[src/rtl/uart_pkg.sv]
// uart_pkg: receiver state encoding and the 3-sample majority helper.
`default_nettype none

package uart_pkg;

    typedef enum logic [2:0] {
        IDLE   = 3'd0,
        START  = 3'd1,
        DATA   = 3'd2,
        PARITY = 3'd3,
        STOP   = 3'd4
    } rx_state_e;

    function automatic logic maj3(input logic a, input logic b, input logic c);
        return (a & b) | (a & c) | (b & c);
    endfunction

endpackage

`default_nettype wire

[src/rtl/uart_rx_sync.sv]
// uart_rx_sync: 2-FF input synchroniser plus the 3-sample capture/majority vote.
`default_nettype none

module uart_rx_sync
    import uart_pkg::*;
(
    input  logic clk,
    input  logic reset_n,
    input  logic i_rx,
    input  logic i_cap,
    output logic o_rx_s,
    output logic o_bit
);

    logic [1:0] r_sync;
    logic [1:0] r_samp;

    always_ff @(posedge clk or negedge reset_n) begin
        if (!reset_n) begin
            r_sync <= 2'b11;
            r_samp <= 2'b11;
        end else begin
            r_sync <= {r_sync[0], i_rx};
            if (i_cap) begin
                r_samp <= {r_samp[0], r_sync[1]};
            end
        end
    end

    assign o_rx_s = r_sync[1];
    // Third sample is the live synchronised value on the deciding tick.
    assign o_bit  = maj3(r_samp[1], r_samp[0], r_sync[1]);

endmodule

`default_nettype wire

[src/rtl/uart_rx_param.sv]
// uart_rx_param: oversampled UART receiver with valid/ready output register.
// Optional parity checking is enabled by defining UART_RX_PARITY_EN.
`default_nettype none

module uart_rx_param
    import uart_pkg::*;
#(
    parameter int DATA_BITS  = 8,
    parameter int OVERSAMPLE = 16,
    parameter int STOP_BITS  = 1,
    parameter int PARITY_ODD = 0
) (
    input  logic                 clk,
    input  logic                 reset_n,
    input  logic                 rx,
    input  logic                 b_tick,
    output logic [DATA_BITS-1:0] o_dout,
    output logic                 o_valid,
    input  logic                 i_ready,
    output logic                 o_rx_done,
    output logic                 o_frame_err,
    output logic                 o_parity_err,
    output logic                 o_overrun
);

    localparam int c_TW = $clog2(OVERSAMPLE);
    localparam int c_BW = $clog2(DATA_BITS);
    localparam logic [c_TW-1:0] c_T_MID  = c_TW'(OVERSAMPLE / 2 - 1);
    localparam logic [c_TW-1:0] c_T_S1   = c_TW'(OVERSAMPLE - 3);
    localparam logic [c_TW-1:0] c_T_S2   = c_TW'(OVERSAMPLE - 2);
    localparam logic [c_TW-1:0] c_T_LAST = c_TW'(OVERSAMPLE - 1);
    localparam logic [c_BW-1:0] c_B_LAST = c_BW'(DATA_BITS - 1);
    localparam logic [c_BW-1:0] c_S_LAST = c_BW'(STOP_BITS - 1);

    if (DATA_BITS < 5 || DATA_BITS > 9 || OVERSAMPLE < 8 || (OVERSAMPLE % 2) != 0 ||
        !(STOP_BITS == 1 || STOP_BITS == 2) || !(PARITY_ODD == 0 || PARITY_ODD == 1))
    begin : g_bad_param
        $error("uart_rx_param: parameter out of range");
    end

    rx_state_e             r_state, w_state_nxt;
    logic [c_TW-1:0]       r_tick,  w_tick_nxt;
    logic [c_BW-1:0]       r_bcnt,  w_bcnt_nxt;
    logic [DATA_BITS-1:0]  r_shift, w_shift_nxt;
    logic                  r_ferr,  w_ferr_nxt;
    logic                  w_done;
    logic                  w_rx_s;
    logic                  w_bit;
    logic                  w_cap;

    logic [DATA_BITS-1:0]  r_dout;
    logic                  r_valid;
    logic                  r_rx_done;
    logic                  r_ferr_o;
    logic                  r_overrun;
    logic                  w_load;

    assign w_cap = b_tick && (r_state == DATA || r_state == PARITY || r_state == STOP) &&
                   (r_tick == c_T_S1 || r_tick == c_T_S2);

    uart_rx_sync u_sync (
        .clk     (clk),
        .reset_n (reset_n),
        .i_rx    (rx),
        .i_cap   (w_cap),
        .o_rx_s  (w_rx_s),
        .o_bit   (w_bit)
    );

`ifdef UART_RX_PARITY_EN
    localparam logic c_ODD = 1'(PARITY_ODD);
    logic r_perr, w_perr_nxt;
    logic r_perr_o;
`endif

    always_ff @(posedge clk or negedge reset_n) begin
        if (!reset_n) begin
            r_state <= IDLE;
            r_tick  <= '0;
            r_bcnt  <= '0;
            r_shift <= '0;
            r_ferr  <= 1'b0;
`ifdef UART_RX_PARITY_EN
            r_perr  <= 1'b0;
`endif
        end else begin
            r_state <= w_state_nxt;
            r_tick  <= w_tick_nxt;
            r_bcnt  <= w_bcnt_nxt;
            r_shift <= w_shift_nxt;
            r_ferr  <= w_ferr_nxt;
`ifdef UART_RX_PARITY_EN
            r_perr  <= w_perr_nxt;
`endif
        end
    end

    always_comb begin
        w_state_nxt = r_state;
        w_tick_nxt  = r_tick;
        w_bcnt_nxt  = r_bcnt;
        w_shift_nxt = r_shift;
        w_ferr_nxt  = r_ferr;
        w_done      = 1'b0;
`ifdef UART_RX_PARITY_EN
        w_perr_nxt  = r_perr;
`endif
        case (r_state)
            IDLE: begin
                if (b_tick && !w_rx_s) begin
                    w_state_nxt = START;
                    w_tick_nxt  = '0;
                end
            end
            START: begin
                if (b_tick) begin
                    if (r_tick == c_T_MID) begin
                        w_tick_nxt = '0;
                        if (w_rx_s) begin
                            w_state_nxt = IDLE;
                        end else begin
                            w_state_nxt = DATA;
                            w_bcnt_nxt  = '0;
                            w_ferr_nxt  = 1'b0;
                        end
                    end else begin
                        w_tick_nxt = r_tick + 1'b1;
                    end
                end
            end
            DATA: begin
                if (b_tick) begin
                    if (r_tick == c_T_LAST) begin
                        w_tick_nxt  = '0;
                        w_shift_nxt = {w_bit, r_shift[DATA_BITS-1:1]};
                        if (r_bcnt == c_B_LAST) begin
                            w_bcnt_nxt = '0;
`ifdef UART_RX_PARITY_EN
                            w_state_nxt = PARITY;
`else
                            w_state_nxt = STOP;
`endif
                        end else begin
                            w_bcnt_nxt = r_bcnt + 1'b1;
                        end
                    end else begin
                        w_tick_nxt = r_tick + 1'b1;
                    end
                end
            end
`ifdef UART_RX_PARITY_EN
            PARITY: begin
                if (b_tick) begin
                    if (r_tick == c_T_LAST) begin
                        w_tick_nxt  = '0;
                        w_perr_nxt  = (^{r_shift, w_bit}) ^ c_ODD;
                        w_state_nxt = STOP;
                    end else begin
                        w_tick_nxt = r_tick + 1'b1;
                    end
                end
            end
`endif
            STOP: begin
                if (b_tick) begin
                    if (r_tick == c_T_LAST) begin
                        w_tick_nxt = '0;
                        w_ferr_nxt = r_ferr | ~w_bit;
                        if (r_bcnt == c_S_LAST) begin
                            // Back to IDLE at once so a back-to-back start edge is caught.
                            w_done      = 1'b1;
                            w_bcnt_nxt  = '0;
                            w_state_nxt = IDLE;
                        end else begin
                            w_bcnt_nxt = r_bcnt + 1'b1;
                        end
                    end else begin
                        w_tick_nxt = r_tick + 1'b1;
                    end
                end
            end
            default: begin
                w_state_nxt = IDLE;
            end
        endcase
    end

    assign w_load = w_done && (!r_valid || i_ready);

    always_ff @(posedge clk or negedge reset_n) begin
        if (!reset_n) begin
            r_dout    <= '0;
            r_valid   <= 1'b0;
            r_rx_done <= 1'b0;
            r_ferr_o  <= 1'b0;
            r_overrun <= 1'b0;
`ifdef UART_RX_PARITY_EN
            r_perr_o  <= 1'b0;
`endif
        end else begin
            r_rx_done <= w_done;
            r_overrun <= w_done && r_valid && !i_ready;
            if (w_load) begin
                r_dout   <= r_shift;
                r_ferr_o <= w_ferr_nxt;
`ifdef UART_RX_PARITY_EN
                r_perr_o <= w_perr_nxt;
`endif
                r_valid  <= 1'b1;
            end else if (r_valid && i_ready) begin
                r_valid <= 1'b0;
            end
        end
    end

    assign o_dout      = r_dout;
    assign o_valid     = r_valid;
    assign o_rx_done   = r_rx_done;
    assign o_frame_err = r_ferr_o;
    assign o_overrun   = r_overrun;
`ifdef UART_RX_PARITY_EN
    assign o_parity_err = r_perr_o;
`else
    assign o_parity_err = 1'b0;
`endif

endmodule

`default_nettype wire

[config.mk]
export PLATFORM = sky130hd
export DESIGN_NAME = uart_rx_param
export DESIGN_NICKNAME = d
export VERILOG_FILES = /design/src/rtl/uart_pkg.sv /design/src/rtl/uart_rx_sync.sv /design/src/rtl/uart_rx_param.sv
export SDC_FILE = /design/constraint.sdc
export NUM_CORES = 1
export LEC_CHECK = 0
export ABC_AREA = 0
export BUFFER_PORTS_ARGS = -buffer_cell sky130_fd_sc_hd__buf_2
export CORE_MARGIN = 2
export CORE_UTILIZATION = 30
export DETAILED_ROUTE_END_ITERATION = 10
export GPL_ROUTABILITY_DRIVEN = 0
export SLEW_MARGIN = 30
export SYNTH_ARGS = -nofsm -noshare
export SYNTH_HDL_FRONTEND = slang
export SYNTH_HIERARCHICAL = 1
export SYNTH_SLANG_ARGS = --single-unit
[constraint.sdc]
create_clock -name clk -period 2.49 [get_ports clk]
set_input_delay 0.249 -clock clk [delete_from_list [all_inputs] [get_ports clk]]
set_output_delay 0.249 -clock clk [all_outputs]
set_load 0.05 [all_outputs]
==> results of run 1 <==
[report_power, final]
group / switching (mW) / internal, mW
Clock: 0.202 / 0.195
Combinational: 0.166 / 0.137
Sequential: 0.0943 / 0.635
Total: 0.463 / 0.967
[flip-flops by register name, indices dropped and copies added, names as in the netlist]
name,flops
o_frame_err,1
r_ferr,1
o_valid,1
o_overrun,1
u_sync/r_samp,2
r_shift,8
r_tick,4
r_bcnt,3
o_dout,8
o_rx_done,1
r_state,3
u_sync/r_sync,2
[critical path, stage by stage, from the launching register on]
cell and delay, ps:
dfrtp_1 410, ha_1 300, and4_1 290, nand4_1 190, nor2b_1 160, buf_4 200
mux2_2 350
[path summary, 6_finish.rpt]
check | from | to | slack [ps] | cells past startpoint
worst max-delay path | r_tick[1] | o_dout[2] | 480 | 6
worst min-delay path | reset_n | r_tick[3] | 30 | 1
worst max register to register | r_tick[1] | o_dout[2] | 480 | 6
worst min register to register | u_sync/r_sync[0] | u_sync/r_sync[1] | 360 | 0
max in group asynchronous | reset_n | r_shift[3] | 1990 | 1
min in group clk | rx | u_sync/r_sync[0] | 60 | 1
[synth_stat cells]
cell       instances  area, sq um
mux2_1             1         11.3
a2111oi_1          1         10.0
nor2_1             7         26.3
o211ai_1           2         15.0
buf_6              3         33.8
nor2b_1            2         12.5
nor3b_2            1         12.5
and4_1             2         17.5
mux2_4             1         15.0
or3b_4             1         11.3
a2bb2oi_1          1         8.76
xnor2_1            2         17.5
conb_1             1         3.75
a21oi_1            6         30.0
buf_4              2         15.0
nand2_1            4         15.0
dfstp_2            4          105
nor3b_1            1         7.51
o2111ai_1          1         8.76
maj3_2             2         22.5
nor3_1             1         5.00
nand3_1            3         15.0
nand2b_1           3         18.8
o21ai_0            1         5.00
a311o_1            2         20.0
mux2_2            18          203
dfrtp_1           31          776
o22ai_1            1         6.26
a22o_1             2         17.5
and4b_1            1         10.0
o2bb2ai_1          1         8.76
buf_2              3         15.0
inv_1             11         41.3
o2bb2ai_2          1         15.0
mux2i_1            2         20.0
ha_1               6         75.1
o22a_1             1         8.76
or2_4              1         8.76
nand3b_1           1         7.51
a221oi_1           1         8.76
nand4_1            2         12.5
or3b_1             1         8.76
[layout make-up]
cell class | count | area, sq um
Inverter | 11 | 41.3
Clock buffer | 6 | 72.6
Tap cell | 72 | 90.1
Timing Repair Buffer | 17 | 87.6
Fill cell | 560 | 3600
Multi-Input combinational cell | 85 | 719
Sequential cell | 35 | 881
Clock inverter | 2 | 12.5
[kinds of logic after synthesis]
logic type               Yosys count  share of synthesized area, %
AO/OA/AOI/OAI                     21                          9.54
XOR/XNOR                           2                          1.03
adder cells (fa/ha/maj)            8                          5.72
buffers and inverters             19                          6.16
flip-flops                        35                          51.7
multiplexers                      22                          14.6
other                              1                         0.220
AND/OR/NAND/NOR                   31                          11.1
[per-layer routing]
layer  vias up  global-route usage [%]  part of all wire (%)
met5         -                       0                     0
met4         0                    6.21                   2.6
met3         6                    3.17                   3.7
met2        17                    15.6                    48
met1       505                    13.1                    45
li1        518                       -                     -
==> results_dict.tcl, run 1 <==
set metrics [dict create \
    cts_buffers 5 \
    grt_pass1_wl_mm 4.93 \
    place_ws_ps 488 \
    end_kind "flip-flop" \
    ys_warn_count 6 \
    syn-num-nets 150 \
    synth.avg_cell_area_sq_um 12.3 \
    layout_min_cycle_time_ps 2010 \
    setup_viol 0 \
    nNetsFinal 166 \
    diodes 0 \
    status "finished, final reports clean" \
    grt_max_degree 36 \
    dpl.cell_count 220 \
    utilization_pct 34.6 \
    synth_area_sq_um 1710 \
    cts_root_buffer "clkbuf_8" \
    p_leak_nw 0.929 \
    cts_tree "yes" \
    drive_gt1_share_pct 34.0 \
    via_per_inst 4.59 \
    initial_utilization_pct 31.0 \
    wl_mm 2.90 \
    synth_seq_cells 35 \
    power_mw 1.43 \
    placed_area_sq_um 1820 \
    worst_hold_path_type "input pin to async pin" \
    synth-seq-area-share_pct 51.7 \
    route.detailed.drc 0 \
    grt_pass1_vias 1038 \
    vias 1046 \
    cp.required_ps 2660 \
    cp.arrival_ps 2180 \
    areaGrowthSynthToFinish_pct 11.7 \
    skew_ps 4.25 \
    post_cts_buffers 0 \
    maxCapViolations 0 \
    io_buffers 16 \
    ant_nets 0 \
    htree_num_levels 2 \
    cp_max_fo 9 \
    overflow 0 \
    synth_cell_types 42 \
    track_usage_pct 10.4 \
    drtIter0Drc 109 \
    worst_pin_slew_ps 753 \
    hold_buffers 0 \
    critPathLaunchType "flip-flop" \
    fmax_ghz 0.498 \
    synth_cells 139 \
    dieWidth_microns 79.4 \
    hold-worst-slack_ps 26.0 \
    clk_latency_ps 290 \
    cts.path.max_buffers 2 \
    final_common_cell "dfrtp_1" \
    hold_viol_final 0 \
    critical_path_class "flip-flop to flip-flop" \
    rows 27 \
    post_drt_wl_per_cell_microns 12.7 \
    coreArea_sq_um 5510 \
    cts_resized 0 \
    die_height_microns 79.4 \
    dieArea_sq_um 6300 \
    fin_setup_tns_ps 0 \
    finalNonFillerCells 228 \
    setup_ws_ps 481 \
    first_pass_iters 4 \
    antenna_found_initial 0 \
    p_per_area_nw_per_um2 751 \
    place_hpwl_mm 2.04 \
    clk_pin_slew_worst_paths_ps 70 \
    cts.sinks 35 \
    finalCritPeriodShare_pct 80.7 \
    final_cell_mix "dfrtp_1 (31), mux2_2 (18), buf_2 (16)" \
    vdd_drop_max_mv 0.192 \
    boundaryPins 18 \
    finalInstanceArea_sq_um 1900 \
    drv_slew 0 \
    relSlewSlack_pct 49.8 \
    grt_setup_unrepaired "false" \
]
No activity file was read; power rests on OpenSTA's default activity.
==> run 2, diff against run 1 <==
Clock period 2.49 ns to 1.85 ns, I/O delays scaled along.
==> results_dict.tcl, run 2 (synthesized netlist as in run 1, its figures left out) <==
set metrics [dict create \
    seqPwrFrac_pct 40.7 \
    critPathBufInv 1 \
    layout_min_cycle_time_ps 1730 \
    first_pass_iters 4 \
    initial_utilization_pct 31.0 \
    finalCritPeriodShare_pct 93.6 \
    utilization_pct 37.3 \
    place_ws_ps 121 \
    place_hpwl_mm 2.09 \
    nNetsFinal 179 \
    dpl.cell_count 231 \
    skew_ps 7.15 \
    placed_area_sq_um 1900 \
    p_per_area_nw_per_um2 1120 \
    diodes 0 \
    power_mw 2.31 \
    drtIter0Drc 119 \
    cp_max_fo 9 \
    drv_slew 0 \
    min_path_cells 3 \
    vias 1103 \
    grt_setup_unrepaired "false" \
    path_cells "ha_1 > and4_2 > nand4_1 > nor2b_1 > buf_4 > mux2_2" \
    cts_tree "yes" \
    critPathLaunchType "flip-flop" \
    final_cell_mix "dfrtp_1 (31), mux2_2 (18), buf_2 (16)" \
    ant_nets 0 \
    fmax_ghz 0.577 \
    io_buffers 16 \
    switchingPower_uw 646 \
    boundaryPins 18 \
    via_per_inst 4.58 \
    r2r_setup_slack_ps 120 \
    worst_hold_path_type "input pin to flip-flop" \
    rows 27 \
    setup_viol 0 \
    final_common_cell "dfrtp_1" \
    finalInstanceArea_sq_um 2060 \
    finalNonFillerCells 241 \
    cp.arrival_ps 1910 \
    r2r_start "r_tick[0]" \
    wl_mm 2.99 \
    hp-start "i_ready" \
    dieWidth_microns 79.4 \
    maxCapViolations 0 \
    cp.required_ps 2020 \
    hold_viol_final 0 \
    clkPwrFrac_pct 35.0 \
    relSlewSlack_pct 48.2 \
    cp_top_family "simple AND/OR/NAND/NOR gates" \
    post_drt_wl_per_cell_microns 12.4 \
    p_sw_share_pct 28.0 \
    clk_pin_slew_worst_paths_ps 70 \
    cpPeakStageDelay_ps 350 \
    cts_buffers 5 \
    p_int_mw 1.66 \
    htree_num_levels 2 \
    dieArea_sq_um 6300 \
    drive_gt1_share_pct 38.5 \
    coreArea_sq_um 5510 \
    worstRegToRegCells 6 \
    cts.path.max_buffers 2 \
    p_comb_share_pct 24.3 \
    die_height_microns 79.4 \
    route.detailed.drc 0 \
    clk_latency_ps 290 \
    vdd_drop_max_mv 0.366 \
    setup_ws_ps 118 \
    grt_pass1_vias 1056 \
    areaGrowthSynthToFinish_pct 20.5 \
    overflow 0 \
    hold-path-endpoint "o_overrun" \
    r2r-end "o_dout[4]" \
    cts_root_buffer "clkbuf_8" \
    p_leak_nw 1.02 \
    crit_slowest_cell "dfrtp_1" \
    cts.sinks 35 \
    antenna_found_initial 0 \
    end_kind "flip-flop" \
    track_usage_pct 10.8 \
    critical_path_class "flip-flop to flip-flop" \
    grt_max_degree 36 \
    grt_pass1_wl_mm 5.13 \
    num-fill-cells 539 \
    worst_pin_slew_ps 777 \
    status "finished, final reports clean" \
    hold-worst-slack_ps 185 \
    fin_setup_tns_ps 0 \
]
[run 2: changes by cell type in the layout (fill, tap and decap cells not counted), sizes merged]
cell	delta
buf	+11
clkinv	-1
bufinv	+2
clkinvlp	-1
dlygate4sd3	+2
[run 2: routing by layer]
layer	GRT usage (%)	routed length [microns]	vias up
met5	0	0	-
met4	6.21	78	0
met3	3.39	93	8
met2	15.8	1420	17
met1	14.0	1400	530
li1	-	-	548
[run 2: worst max path at each step]
stage | from | end | slack [ps] | cells after the start
floorplan | r_tick[1] | o_dout[0] | 70 | 6
detailed placement | r_tick[0] | o_dout[4] | 120 | 6
global placement | r_state[1] | o_frame_err | 150 | 4
finish | r_tick[0] | o_dout[4] | 120 | 6
CTS | r_tick[0] | o_dout[4] | 80 | 6
global route | r_tick[0] | o_dout[4] | 10 | 6
[run 2: power groups by stage]
stage / clock [mW] / combinational, mW / sequential (mW)
floorplan: 0 / 0.424 / 0.919
global placement: 0 / 0.560 / 0.950
detailed placement: 0 / 0.563 / 0.953
CTS: 0.828 / 0.569 / 0.940
global route: 0.875 / 0.640 / 0.956
finish: 0.809 / 0.562 / 0.939
[run 2: repair_timing]
item | 4_1_cts | 5_1_grt
hold buffers | 2 | 0
resized for setup | 0 | 1
buffers inserted | 0 | 0
endpoints found under the setup margin | 0 | 2
endpoints found under the hold margin | 15 | 0
[run 2: area by class of cell]
type / instances / area, sq um / area share (%)
Tap cell: 72 / 90.1 / 4.38
Clock buffer: 6 / 72.6 / 3.53
Multi-Input combinational cell: 85 / 721 / 35.1
Inverter: 11 / 41.3 / 2.01
Timing Repair Buffer: 30 / 190 / 9.25
Sequential cell: 35 / 881 / 42.8
Clock inverter: 2 / 60.1 / 2.92
[run 2: tightest hold or removal path: stages]
cell      delay, ps
buf_2            70
nand2b_1        130
nor2_1           50
==> run 3, diff against run 2 <==
Clock period 1.85 ns to 1.5 ns, I/O delays scaled along.
==> results_dict.tcl, run 3 (synthesized netlist as in run 1, its figures left out) <==
set metrics [dict create \
    route.detailed.drc 0 \
    critPathLaunchType "flip-flop" \
    grt_max_degree 36 \
    dieWidth_microns 79.4 \
    seqPwrFrac_pct 39.4 \
    coreArea_sq_um 5510 \
    cts.path.max_buffers 2 \
    ant_nets 0 \
    clk_latency_ps 280 \
    end_kind "flip-flop" \
    areaGrowthSynthToFinish_pct 46.1 \
    cts_buffers 5 \
    cp_max_fo 5 \
    p_comb_share_pct 38.0 \
    hold_viol_final 0 \
    dieArea_sq_um 6300 \
    cts_tree "yes" \
    clk_pin_slew_worst_paths_ps 70 \
    cts_root_buffer "clkbuf_8" \
    first_pass_iters 4 \
    r2r_setup_slack_ps -180 \
    hold-path-endpoint "o_overrun" \
    finalInstanceArea_sq_um 2490 \
    cp.arrival_ps 1850 \
    antenna_found_initial 0 \
    via_per_inst 4.57 \
    layout_min_cycle_time_ps 1680 \
    grt_pass1_vias 1294 \
    dpl.cell_count 249 \
    die_height_microns 79.4 \
    initial_utilization_pct 31.0 \
    diodes 0 \
    layout.area.seq_sq_um 881 \
    hold-worst-slack_ps 150 \
    p_per_area_nw_per_um2 1180 \
    final_common_cell "buf_4" \
    cts.sinks 35 \
    post_drt_wl_per_cell_microns 13.1 \
    p_int_mw 1.97 \
    critical_path_class "flip-flop to flip-flop" \
    vias 1244 \
    min_path_cells 3 \
    drive_gt1_share_pct 59.5 \
    overflow 0 \
    boundaryPins 18 \
    switchingPower_uw 966 \
    rows 27 \
    track_usage_pct 12.8 \
    final_cell_mix "buf_4 (34), dfrtp_1 (31), mux2_4 (19)" \
    place_hpwl_mm 2.31 \
    hp-start "i_ready" \
    drv_slew 0 \
    maxCapViolations 0 \
    drtIter0Drc 40 \
    placed_area_sq_um 2110 \
    r2r-end "o_dout[0]" \
    num-fill-cells 498 \
    status "complete, but fails checks" \
    grt_setup_unrepaired "true" \
    finalCritPeriodShare_pct 112 \
    p_sw_share_pct 32.9 \
    fmax_ghz 0.596 \
    grt_pass1_wl_mm 6.25 \
    p_leak_nw 1.19 \
    clkPwrFrac_pct 22.6 \
    utilization_pct 45.2 \
    cp.required_ps 1670 \
    skew_ps 3.79 \
    power_mw 2.94 \
    r2r_start "r_tick[1]" \
    setup_viol 24 \
    nNetsFinal 210 \
    io_buffers 16 \
    vdd_drop_max_mv 0.682 \
    finalNonFillerCells 272 \
    multi_input_area_sq_um 920 \
    worst_hold_path_type "input pin to flip-flop" \
    wl_mm 3.56 \
    htree_num_levels 2 \
    worstRegToRegCells 6 \
    setup_ws_ps -177 \
    violations "negative setup slack" \
]
## run 3: cell types whose count changed in the layout (fill, tap and decap cells not counted), moves of 4 or more
cell     change
mux2_2      -17
ha_1         -4
buf_6        +7
a21oi_2      +5
buf_4       +22
a21oi_1      -5
mux2_4      +18
## run 3: worst max path at each step
stage | start | to | cells after the start
5_1_grt | r_tick[0] | o_dout[1] | 6
2_1_floorplan | r_tick[1] | o_dout[0] | 6
4_1_cts | r_tick[1] | o_dout[0] | 6
6_report | r_tick[1] | o_dout[0] | 6
3_3_place_gp | r_state[1] | r_tick[0] | 4
3_5_place_dp | r_tick[0] | o_dout[6] | 6
## run 3: power groups by stage
stage	Combinational (mW)	Clock (mW)	Sequential [mW]
final	1.12	0.664	1.16
after CTS	1.09	0.689	1.16
after floorplan	0.541	0	1.14
after global routing	1.24	0.724	1.17
after detailed placement	0.910	0	1.16
after global placement	0.907	0	1.16
## run 3: final cells by class
type | instances | share of cell area (%)
clock buffer | 6 | 2.91
clock inverter | 2 | 0.502
inverter | 11 | 1.66
multi-input combinational | 85 | 36.9
sequential | 35 | 35.4
tap | 72 | 3.62
timing repair buffer | 61 | 19.0
## run 3: timing repair
item / 4_1_cts / 5_1_grt
endpoints found under the setup margin: 30 / 30
gates resized for setup: 41 / 2
hold buffers: 2 / 0
buffers inserted: 12 / 1
pin swaps: 19 / 12
endpoints found under the hold margin: 32 / 0
gates cloned: 1 / 0
## run 3: layer usage
metal  wire [microns]  GRT usage, %  part of all wire (%)
met5                0             0                     0
met1             1670          16.3                    47
met2             1740          21.0                    49
met3              110          3.05                   3.1
met4               44          4.66                   1.2
## run 3: critical path, stage by stage (launching register included)
cell and delay, ps:
dfrtp_1 390, ha_4 150, and4_4 220, nand4_1 110
nor2b_2 210, buf_6 170, mux2_4 300
## run 3: per-stage QoR
step / setup TNS [ps] / setup slack (ps)
after global placement: -2630 / -159
after floorplan: -2170 / -197
after detailed placement: -2700 / -173
final: -2910 / -177
after global routing: -5000 / -256
after CTS: -2970 / -182
